**src/rtl/port_trace_monitor.sv**
```systemverilog
// port_trace_monitor: records value changes on NCH channels into a trace FIFO.
// Each record is a {timestamp, change_mask, data} word. Arming takes a baseline
// snapshot. Running logs every cycle in which a channel differs from its last
// recorded value. The run stops after MAX_CYCLES cycles.
//
// Ports:
//   clk       in   clock; all state changes on its rising edge
//   reset     in   synchronous active-high reset
//   enable    in   arm/run request (level)
//   ch_data   in   NCH*WIDTH monitored values, channel k at [k*WIDTH +: WIDTH]
//   rd_en     in   pop the FIFO head
//   rd_data   out  FIFO head record, first-word-fall-through
//   rd_empty  out  FIFO holds no record
//   full      out  FIFO holds DEPTH records
//   drop_cnt  out  saturating count of records lost to a full FIFO
//   done      out  run-cycle limit reached
//   state     out  FSM state: IDLE=0, ARM=1, RUN=2, DONE=3
module port_trace_monitor #(
   parameter int unsigned WIDTH      = 8,
   parameter int unsigned NCH        = 2,
   parameter int unsigned DEPTH      = 16,
   parameter int unsigned TS_W       = 24,
   parameter int unsigned MAX_CYCLES = 500000
) (
   input  logic                            clk,
   input  logic                            reset,
   input  logic                            enable,
   input  logic [NCH*WIDTH-1:0]            ch_data,
   input  logic                            rd_en,
   output logic [TS_W+NCH+NCH*WIDTH-1:0]   rd_data,
   output logic                            rd_empty,
   output logic                            full,
   output logic [7:0]                      drop_cnt,
   output logic                            done,
   output logic [1:0]                      state
);

   localparam int unsigned DW    = NCH * WIDTH;
   localparam int unsigned REC_W = TS_W + NCH + DW;
   localparam int unsigned AW    = (DEPTH > 1) ? $clog2(DEPTH) : 1;
   localparam int unsigned CW    = AW + 1;
   localparam logic [TS_W-1:0] TS_LIMIT = TS_W'(MAX_CYCLES - 1);

   typedef enum logic [1:0] {
      S_IDLE = 2'd0,
      S_ARM  = 2'd1,
      S_RUN  = 2'd2,
      S_DONE = 2'd3
   } state_t;

   state_t              state_q, state_next;
   logic                done_q;
   logic [TS_W-1:0]     ts_q, cur_ts;
   logic [DW-1:0]       prev_q;
   logic [NCH-1:0]      diff_mask, rec_mask;
   logic                push_req, push_ok, pop, drop;

   logic [REC_W-1:0]    mem [DEPTH];
   logic [AW-1:0]       wr_ptr, rd_ptr;
   logic [CW-1:0]       count_q, count_next;
   logic                empty_q, full_q;
   logic [7:0]          drop_q;

   // Per-channel difference against the last recorded sample.
   always_comb begin
      diff_mask = '0;
      for (int k = 0; k < NCH; k++) begin
         diff_mask[k] = (ch_data[k*WIDTH +: WIDTH] != prev_q[k*WIDTH +: WIDTH]);
      end
   end

   // Next state plus the record that this cycle would push.
   always_comb begin
      state_next = state_q;
      push_req   = 1'b0;
      rec_mask   = '0;
      cur_ts     = ts_q;
      case (state_q)
         S_IDLE: begin
            if (enable) state_next = S_ARM;
         end
         S_ARM: begin
            push_req   = 1'b1;
            rec_mask   = '1;
            cur_ts     = '0;
            state_next = S_RUN;
         end
         S_RUN: begin
            // The stamp for this RUN cycle is one past the registered value.
            cur_ts   = ts_q + TS_W'(1);
            rec_mask = diff_mask;
            push_req = |diff_mask;
            if (!enable)                 state_next = S_IDLE;
            else if (cur_ts == TS_LIMIT) state_next = S_DONE;
         end
         S_DONE: begin
            if (!enable) state_next = S_IDLE;
         end
         default: state_next = S_IDLE;
      endcase
   end

   // A same-cycle pop frees the slot, so a push into a full FIFO is still accepted.
   assign pop        = rd_en && !empty_q;
   assign push_ok    = push_req && (!full_q || pop);
   assign drop       = push_req && full_q && !pop;
   assign count_next = count_q + CW'(push_ok) - CW'(pop);

   // FSM, timestamp and baseline registers.
   always_ff @(posedge clk) begin
      if (reset) begin
         state_q <= S_IDLE;
         done_q  <= 1'b0;
         ts_q    <= '0;
         prev_q  <= '0;
      end else begin
         state_q <= state_next;
         done_q  <= (state_next == S_DONE);
         if (state_q == S_ARM || state_q == S_RUN) ts_q <= cur_ts;
         // The previous sample follows every change, even one that gets dropped.
         if (push_req) prev_q <= ch_data;
      end
   end

   // FIFO bookkeeping and drop counter.
   always_ff @(posedge clk) begin
      if (reset) begin
         wr_ptr  <= '0;
         rd_ptr  <= '0;
         count_q <= '0;
         empty_q <= 1'b1;
         full_q  <= 1'b0;
         drop_q  <= '0;
      end else begin
         if (push_ok) wr_ptr <= wr_ptr + AW'(1);
         if (pop)     rd_ptr <= rd_ptr + AW'(1);
         count_q <= count_next;
         empty_q <= (count_next == '0);
         full_q  <= (count_next == CW'(DEPTH));
         if (drop && drop_q != 8'hFF) drop_q <= drop_q + 8'd1;
      end
   end

   // Record storage. The storage has no reset; the pointers define what is valid.
   always_ff @(posedge clk) begin
      if (!reset && push_ok) mem[wr_ptr] <= {cur_ts, rec_mask, ch_data};
   end

   assign rd_data  = mem[rd_ptr];
   assign rd_empty = empty_q;
   assign full     = full_q;
   assign drop_cnt = drop_q;
   assign done     = done_q;
   assign state    = state_q;

endmodule

```
**config.mk**
```make
export PLATFORM = sky130hd
export DESIGN_NAME = port_trace_monitor
export DESIGN_NICKNAME = d
export VERILOG_FILES = /design/src/rtl/port_trace_monitor.sv
export SDC_FILE = /design/constraint.sdc
export NUM_CORES = 1
export LEC_CHECK = 0
export ABC_AREA = 1
export CAP_MARGIN = 20
export CORE_ASPECT_RATIO = 0.75
export CORE_MARGIN = 8
export CORE_UTILIZATION = 56
export CTS_CLUSTER_DIAMETER = 30
export CTS_CLUSTER_SIZE = 24
export DETAILED_ROUTE_END_ITERATION = 6
export PLACE_DENSITY = 0.76
export SLEW_MARGIN = 20
export SYNTH_ARGS = -nofsm -noshare
export SYNTH_HDL_FRONTEND = slang
export SYNTH_SLANG_ARGS = --single-unit
```
**constraint.sdc**
```tcl
create_clock -name clk -period 4.06 [get_ports clk]
set_clock_uncertainty 0.15 [all_clocks]
set_input_delay 0.609 -clock clk [delete_from_list [all_inputs] [get_ports clk]]
set_output_delay 0.609 -clock clk [all_outputs]
set_load 0.03 [all_outputs]
```
==> Yosys cells after proc, flatten, opt, wreduce, memory -nomap -nowiden <==
Memory sizes are Yosys's and may differ from the RTL's. A register that Yosys moved wholly into a read port is not among the register bits.
Index checks and enable logic that the tools add are counted.
{ "totals": {"mem_count": 1, "reg_bits": 66, "mem_bits_rw": 672, "in_bits": 20} }
{ "classes": {"n_reduce_logical": 15, "eq_ne": 9, "n_addsub": 6, "muxes": 12} }
{ "mem_list": {"columns": ["memory", "words", "word_bits", "rd", "rd_clocked_by_memory_dff", "write_ports", "line", "rtl"], "rows": [
  ["mem", 16, 42, 1, 1, 1, "58", "logic [REC_W-1:0] mem [DEPTH];"]
]} }
{ "ops": {"columns": ["cell", "count"], "rows": [
  ["one-hot mux 24 bit (2 select lines)", 1],
  ["adder 24 x 1 -> 24 bit (second input constant)", 1],
  ["== test 24 x 19 -> 1 bit (second input constant)", 1],
  ["!= test 8 bit", 2],
  ["adder 4 x 1 -> 4 bit (second input constant)", 2],
  ["adder 8 x 1 -> 8 bit (second input constant)", 1],
  ["2-to-1 mux 2 bit", 4],
  ["2-to-1 mux 4 bit", 2],
  ["!= test 8 bit (second input constant)", 1],
  ["one-hot mux 2 bit (4 select lines)", 1],
  ["== test 2 bit (second input constant)", 3],
  ["logical AND 1 bit", 6],
  ["adder 5 x 1 -> 5 bit", 1],
  ["== test 5 bit (second input constant)", 1],
  ["logical NOT 5 bit", 1],
  ["subtractor 5 x 1 -> 5 bit", 1],
  ["logical NOT 1 bit", 4],
  ["one-hot mux 2 bit (2 select lines)", 1],
  ["== test 2 x 1 -> 1 bit (second input constant)", 1],
  ["logical NOT 2 bit", 1],
  ["logical OR 1 bit", 2],
  ["2-to-1 mux 1 bit", 2],
  ["one-hot mux 1 bit (2 select lines)", 1],
  ["OR reduction 2 bit", 1]
]} }

==> Logic depth before layout (Yosys ltp) <==
Gate-level depths: netlist of run 1.
{ "logic_depth": {"depth_word": 7, "mapped_depth": 17, "depth_no_buf": 17} }

==> Worst setup path after synthesis of run 1 <==
No wires, ideal clock.
{ "synth_timing": {"path_kind": "flip-flop to flip-flop", "start": "reg state_q[0] (netlist: state[0])", "end": "mem mem[0][0] (netlist name), enable pin", "synth_period_minus_slack_ns": 4.224, "setup_time_ns": 0.441, "slack_ns": -0.164, "path_stages_with_launch": 11, "arrival_ns": 3.633, "cell_sequence": "dfxtp_1 > inv_1 > ha_1 > nand2_1 > inv_1 > nand2_1 > nand3_1 > nand2_1 > inv_1 > nand2_1 > nor2_1"} }
{ "synth_via": {"elab_chain_len": 6, "elab_cells_between_ends": 7, "classes_between": "eq/ne (2); mux (3); reduce/logical (2)"} }
{ "synth_lines": {"columns": ["item", "line", "rtl"], "rows": [
  ["start, declared", "51", "state_t state_q, state_next;"],
  ["start signal, assigned", "117", "state_q <= state_next;"],
  ["== test 2 bit / == test 2 x 1 -> 1 bit (equally long branches)", "78", "case (state_q)"],
  ["one-hot mux 1 bit (2 select lines) *", "78", null],
  ["logical AND 1 bit *", "105", "assign push_ok = push_req && (!full_q || pop);"],
  ["logical AND 1 bit *", "146", "if (!reset && push_ok) mem[wr_ptr] <= {cur_ts, rec_mask, ch_data};"],
  ["2-to-1 mux 1 bit *", "146", null],
  ["2-to-1 mux 1 bit (not written as such) *", "146", null],
  ["end, declared", "58", null]
]} }
Every way passes the cells marked *; elsewhere a longest branch is shown, timed or not.

==> impl_metrics.py, run 1 <==
metrics = {
    "timing": {
        "layout_min_cycle_time_ps": 3913,
        "worst_pin_slew_ps": 1119,
        "finalHoldViolCount": 0,
        "final_max_slew_viol_count": 0,
        "rsz0062_at_grt": "no",
        "setup_viol": 0,
        "slew_headroom": 0.2538,
        "setup_tns_ps": 0,
        "fin_crit_sh": 0.9638,
        "fmax_mhz": 255.6,
        "fin_ws_ps": 146.9,
    },
    "placed_design": {
        "dp_hpwl_mm": 47.26,
        "dp_slack_ps": 96.71,
        "gp_congestion": 0.8634,
        "placed_area_um2": 33030,
        "io_buffers": 74,
    },
    "final_layout": {
        "final_nets": 2588,
        "antenna_cells": 0,
        "most-common-layout-cells": "edfxtp_1 (672), inv_1 (265), o21ai_0 (216)",
        "regArea_um2": 21590,
        "design_area_um2": 37260,
        "area_growth_pct": 21.41,
        "drive_above_1_share": 0.1398,
        "fillers": 3585,
        "multi_input_area_um2": 7650,
        "final_common_cell": "edfxtp_1",
        "final_core_util": 0.6856,
    },
    "critical_path": {
        "cp.required_ps": 3300,
        "startpoint_type": "flop",
        "endpoint_kind": "output pin",
        "slowest_delay_ps": 670,
        "reg2reg_slack_ps": 660,
        "critPathSlowestCell": "clkdlybuf4s50_1",
        "path_delay_family": "buffers and inverters",
        "critPathMaxFanout": 67,
        "crit_type": "reg -> out",
        "critPathBufInv": 3,
        "rr_startpoint": "state[0]",
        "crit_top_cell": "o211ai_1",
        "reg2reg_to": "mem[13][35]",
        "path_cells": "inv_4 > buf_12 > o211ai_1 > o211ai_1 > nand2_1 > clkdlybuf4s50_1",
        "rr_worst_depth": 12,
        "crit_arrival_ps": 3150,
    },
    "clocking": {
        "clock_latency_ps": 660,
        "ctsLongestPathBuffers": 3,
        "cts.clk_slew.worst_paths_ps": 50,
        "cts_buffers": 117,
        "clock-root-buffer": "clkbuf_16",
        "tritoncts": "yes",
        "cts_sinks": 742,
        "h-tree-depth": 3,
    },
    "status": {
        "status": "completed",
    },
    "synth": {
        "syn_nets": 2429,
        "synthArstFlopShare": 0,
        "synth_top_area_share": 0.6575,
        "seq_area_frac_synth": 0.7031,
        "postSynthAreaPerCell_um2": 12.84,
        "synth_edf_count": 672,
        "syn-cell-area_um2": 30690,
        "synth_warnings": 0,
        "synth_cells": 2391,
        "synth_cell_types": 39,
        "synth_top_area_cell": "edfxtp_1",
        "ys_ff_latch": 742,
        "synthFlopType": "edfxtp_1",
        "synthTopCellsByArea": "edfxtp_1 (66%), mux2i_1 (5.5%), dfxtp_1 (4.6%), o211ai_1 (4.1%), o21ai_0 (3.5%)",
    },
    "floorplanning": {
        "core_um2": 54350,
        "die_h_um": 218.8,
        "die_w_um": 286.3,
        "die_area_um2": 62630,
        "io_pins": 75,
        "num_rows": 74,
        "initial_core_util": 0.5647,
    },
    "drt": {
        "drc": 0,
        "vias_per_cell": 5.970,
        "first_iter_violations": 2236,
        "ant_nets": 0,
        "wl_per_cell_um": 23.58,
        "dr.pass1.iters": 6,
        "vias": 20150,
        "wl_mm": 79.58,
    },
    "power_and_ir_drop": {
        "power_density_nw_per_um2": 601.1,
        "vdd_drop_max_uv": 431.7,
        "finalPower_mw": 22.40,
        "leakage_nw": 13.14,
    },
    "grt": {
        "grt_max_degree": 109,
        "grt_pass1_wl_mm": 119.5,
        "grt_pass1_vias": 20080,
        "overflow": 0,
        "grtUsageTotal": 0.2510,
        "antenna_found_initial": 1,
    },
    "flow_run": {
        "cap_violations": 0,
    },
    "min_path": {
        "hold_depth": 2,
        "hold_path_class": "reg -> reg",
        "hp-start": "drop_cnt[1]",
        "min_to": "drop_cnt[1]",
    },
}
-- layout make-up --
type | count | area share
timing repair buffer | 175 | 0.05318
clock inverter | 89 | 0.02663
inverter | 271 | 0.02736
clock buffer | 133 | 0.08384
tap | 722 | 0.02424
sequential | 742 | 0.5795
multi-input combinational | 1243 | 0.2053
-- metrics by stage --
step | std cells | hold WS [ps]
6_report | 3375 | 340.5
2_1_floorplan | 2391 | 305.4
3_3_place_gp | 3143 | 314.3
3_5_place_dp | 3143 | 329.7
5_1_grt | 3375 | 359.7
4_1_cts | 3367 | 336.1
-- registers in the layout, indices dropped and copies added, names as in the netlist, named ones only --
name / cells
wr_ptr: 4
full: 1
done: 1
drop_cnt: 8
mem: 672
prev_q: 16
rd_ptr: 4
rd_empty: 1
ts_q: 24
state: 2
count_q: 5
-- worst register-to-register path: cells and delay by family (launching register included) --
| family | cells | cell delay (ps) |
|---|---|---|
| fa+ha+maj | 1 | 320 |
| buf+inv | 5 | 1230 |
| flops | 1 | 440 |
| simple gates | 6 | 920 |
-- cell families (layout without fill, tap and decap cells) --
logic type | after synthesis | in the layout | synth area share
flip-flops | 742 | 742 | 0.7031
AO/OA/AOI/OAI | 612 | 612 | 0.1143
AND/OR/NAND/NOR | 424 | 424 | 0.06155
buffers and inverters | 406 | 668 | 0.05238
multiplexers | 168 | 168 | 0.05479
XOR/XNOR | 21 | 21 | 0.006237
adder cells (fa/ha/maj) | 18 | 18 | 0.007582
-- report_power, final --
part           switching (mW)  internal [mW]
logic                    2.32           1.31
registers               0.103           8.48
clock network            3.61           6.58
total                    6.03           16.4
-- timing repair --
item / in CTS / in global routing
gates resized for setup: 0 / 1
hold buffers: 0 / 0
setup buffers: 2 / 8
setup endpoints to repair: 5 / 3
endpoints found under the hold margin: 0 / 0
pin swaps: 0 / 1
-- metal layers --
layer	vias up	share of wire	track usage
li1	9058	-	-
met1	9830	0.40	0.3397
met2	1092	0.45	0.3858
met5	-	0.00015	0
met3	166	0.12	0.07815
met4	2	0.028	0.08500
-- worst max path at each step --
stage	from	endpoint	slack [ps]	depth (start not counted)
6_report	flop	rd_data[33]	150	6
3_3_place_gp	ch_data[15]	full	220	18
4_1_cts	flop	rd_data[22]	90	6
5_1_grt	flop	rd_data[22]	6	6
2_1_floorplan	state[0]	mem[0][0]	-160	10
3_5_place_dp	ch_data[15]	mem[13][32]	100	14
-- Yosys cell counts (2+ instances only) --
master,n
nand2_2,7
dfxtp_1,70
nand3_2,2
inv_2,3
o211ai_1,168
o22ai_1,11
buf_1,6
nand3b_1,2
xor2_1,13
nor2_1,78
mux2i_1,168
clkbuf_1,88
nor2_8,2
or2_2,9
buf_4,13
a21oi_1,212
nand4_1,13
buf_2,28
nor2_2,4
xnor2_1,7
inv_1,265
o21ai_0,217
nor2_4,2
clkinv_1,3
nand2_1,195
nand3_1,102
ha_1,17
nor3_1,4
edfxtp_1,672
No activity file was read; power rests on OpenSTA's default activity.
==> run 2: changes to the inputs <==
TNS_END_PERCENT = 30   (was unset)
==> run 2 against run 1 <==
  * Critical path depth did not move
  * Highest routed layer unchanged
  * Critical path type unchanged
  * Cell area fell by 0.13%
  * Combinational power fell by 1%
  * Worst setup slack got worse by 36 ps
  * Critical endpoint is now rd_data[10]
==> impl_metrics.py, run 2 (synthesized netlist as in run 1, its figures left out) <==
metrics = {
    "status": {
        "status": "completed",
    },
    "critical_path": {
        "endpoint_kind": "output pin",
        "rr_startpoint": "state[0]",
        "reg2reg_to": "mem[13][30]",
        "rr_worst_depth": 12,
        "startpoint_type": "flop",
        "reg2reg_slack_ps": 670,
        "critPathMaxFanout": 75,
        "crit_type": "reg -> out",
        "crit_arrival_ps": 3190,
        "cp.required_ps": 3300,
    },
    "timing": {
        "setup_viol": 0,
        "fmax_mhz": 253.2,
        "worst_pin_slew_ps": 1129,
        "rsz0062_at_grt": "yes",
        "setup_tns_ps": 0,
        "whs_ps": 340.2,
        "final_max_slew_viol_count": 0,
        "fin_crit_sh": 0.9727,
        "finalHoldViolCount": 0,
        "layout_min_cycle_time_ps": 3949,
        "slew_headroom": 0.2474,
    },
    "clocking": {
        "cts.clk_slew.worst_paths_ps": 50,
        "clock-root-buffer": "clkbuf_16",
        "clock_latency_ps": 660,
        "h-tree-depth": 3,
        "cts_buffers": 117,
        "cts_sinks": 742,
        "tritoncts": "yes",
        "ctsLongestPathBuffers": 3,
        "hold_buffers": 0,
    },
    "grt": {
        "antenna_found_initial": 1,
        "grt_pass1_wl_mm": 119.2,
        "grtUsageTotal": 0.2503,
        "grt_pass1_vias": 20050,
        "overflow": 0,
        "grt_max_degree": 109,
    },
    "floorplanning": {
        "die_area_um2": 62630,
        "num_rows": 74,
        "core_um2": 54350,
        "io_pins": 75,
        "die_h_um": 218.8,
        "die_w_um": 286.3,
        "initial_core_util": 0.5647,
    },
    "final_layout": {
        "final_nets": 2582,
        "final_common_cell": "edfxtp_1",
        "largest_reg_flops": 672,
        "top_register": "mem",
        "most-common-layout-cells": "edfxtp_1 (672), inv_1 (265), o21ai_0 (216)",
        "final_core_util": 0.6847,
        "antenna_cells": 0,
        "area_growth_pct": 21.25,
        "design_area_um2": 37210,
        "drive_above_1_share": 0.1379,
        "reg_top3": "mem x672, ts_q x24, prev_q x16",
    },
    "power_and_ir_drop": {
        "leakage_nw": 13.10,
        "finalPower_mw": 22.36,
        "power_density_nw_per_um2": 600.8,
        "vdd_drop_max_uv": 421.2,
    },
    "placed_design": {
        "gp_congestion": 0.8634,
        "dp_hpwl_mm": 47.26,
        "io_buffers": 74,
        "placed_area_um2": 33030,
    },
    "min_path": {
        "hold_depth": 2,
        "min_to": "drop_cnt[1]",
        "hold_path_class": "reg -> reg",
        "hp-start": "drop_cnt[1]",
    },
    "drt": {
        "dr.pass1.iters": 5,
        "drc": 0,
        "first_iter_violations": 2197,
        "vias": 20100,
        "ant_nets": 0,
        "vias_per_cell": 5.966,
        "wl_per_cell_um": 23.61,
        "wl_mm": 79.53,
    },
    "flow_run": {
        "cap_violations": 0,
    },
}
==> run 2: cell types whose count changed in the layout (fill, tap and decap cells not counted), sizes merged <==
| cell | delta |
|---|---|
| buf | -6 |
==> run 2: how the worst max path moves through the flow <==
stage,startpoint,endpoint,slack (ps),depth (start not counted)
after floorplan,state[0],mem[0][0],-160,10
after global placement,ch_data[15],full,220,18
after detailed placement,ch_data[15],mem[13][32],100,14
after CTS,flop,rd_data[10],20,6
after global routing,flop,rd_data[34],-20,6
final,flop,rd_data[10],110,6
==> run 2: repair_timing <==
item	CTS	global route
buffers inserted	1	3
resized for setup	1	1
setup endpoints to repair	5	22
pin swaps	0	0
==> run 2: per-stage QoR <==
| stage | instances | setup WS, ps |
|---|---|---|
| floorplan | 2391 | -164.2 |
| global placement | 3143 | 215.1 |
| detailed placement | 3143 | 96.71 |
| CTS | 3366 | 20.05 |
| global route | 3369 | -16.56 |
| finish | 3369 | 110.7 |
==> run 2: critical path: stages, from the launching register on <==
cell	delay (ps)
dfxtp_4	650
buf_16	370
mux2i_1	240
o21ai_0	140
o211ai_1	310
nand2_1	130
clkdlybuf4s50_1	620
==> run 2: power by group <==
part           leakage [nW]  total (mW)  switching [mW]  internal, mW
clock                  1.99        10.2            3.60          6.58
combinational          4.48        3.57            2.28          1.29
sequential             6.64        8.61           0.127          8.48
total                  13.1        22.4            6.01          16.3
==> run 2: cell type report <==
type | count | area [um^2]
Multi-Input combinational cell | 1243 | 7650
Clock inverter | 89 | 992.2
Fill cell | 3597 | 17140
Clock buffer | 133 | 3124
Timing Repair Buffer | 169 | 1932
Tap cell | 722 | 903.4
Sequential cell | 742 | 21590
Inverter | 271 | 1020
==> run 2: layer usage <==
metal / global-route usage / share of wire / vias to the layer above
li1: - / - / 9043
met1: 0.3415 / 0.40 / 9816
met2: 0.3843 / 0.45 / 1067
met3: 0.07410 / 0.12 / 172
met4: 0.08500 / 0.029 / 2
met5: 0 / 0.00015 / -
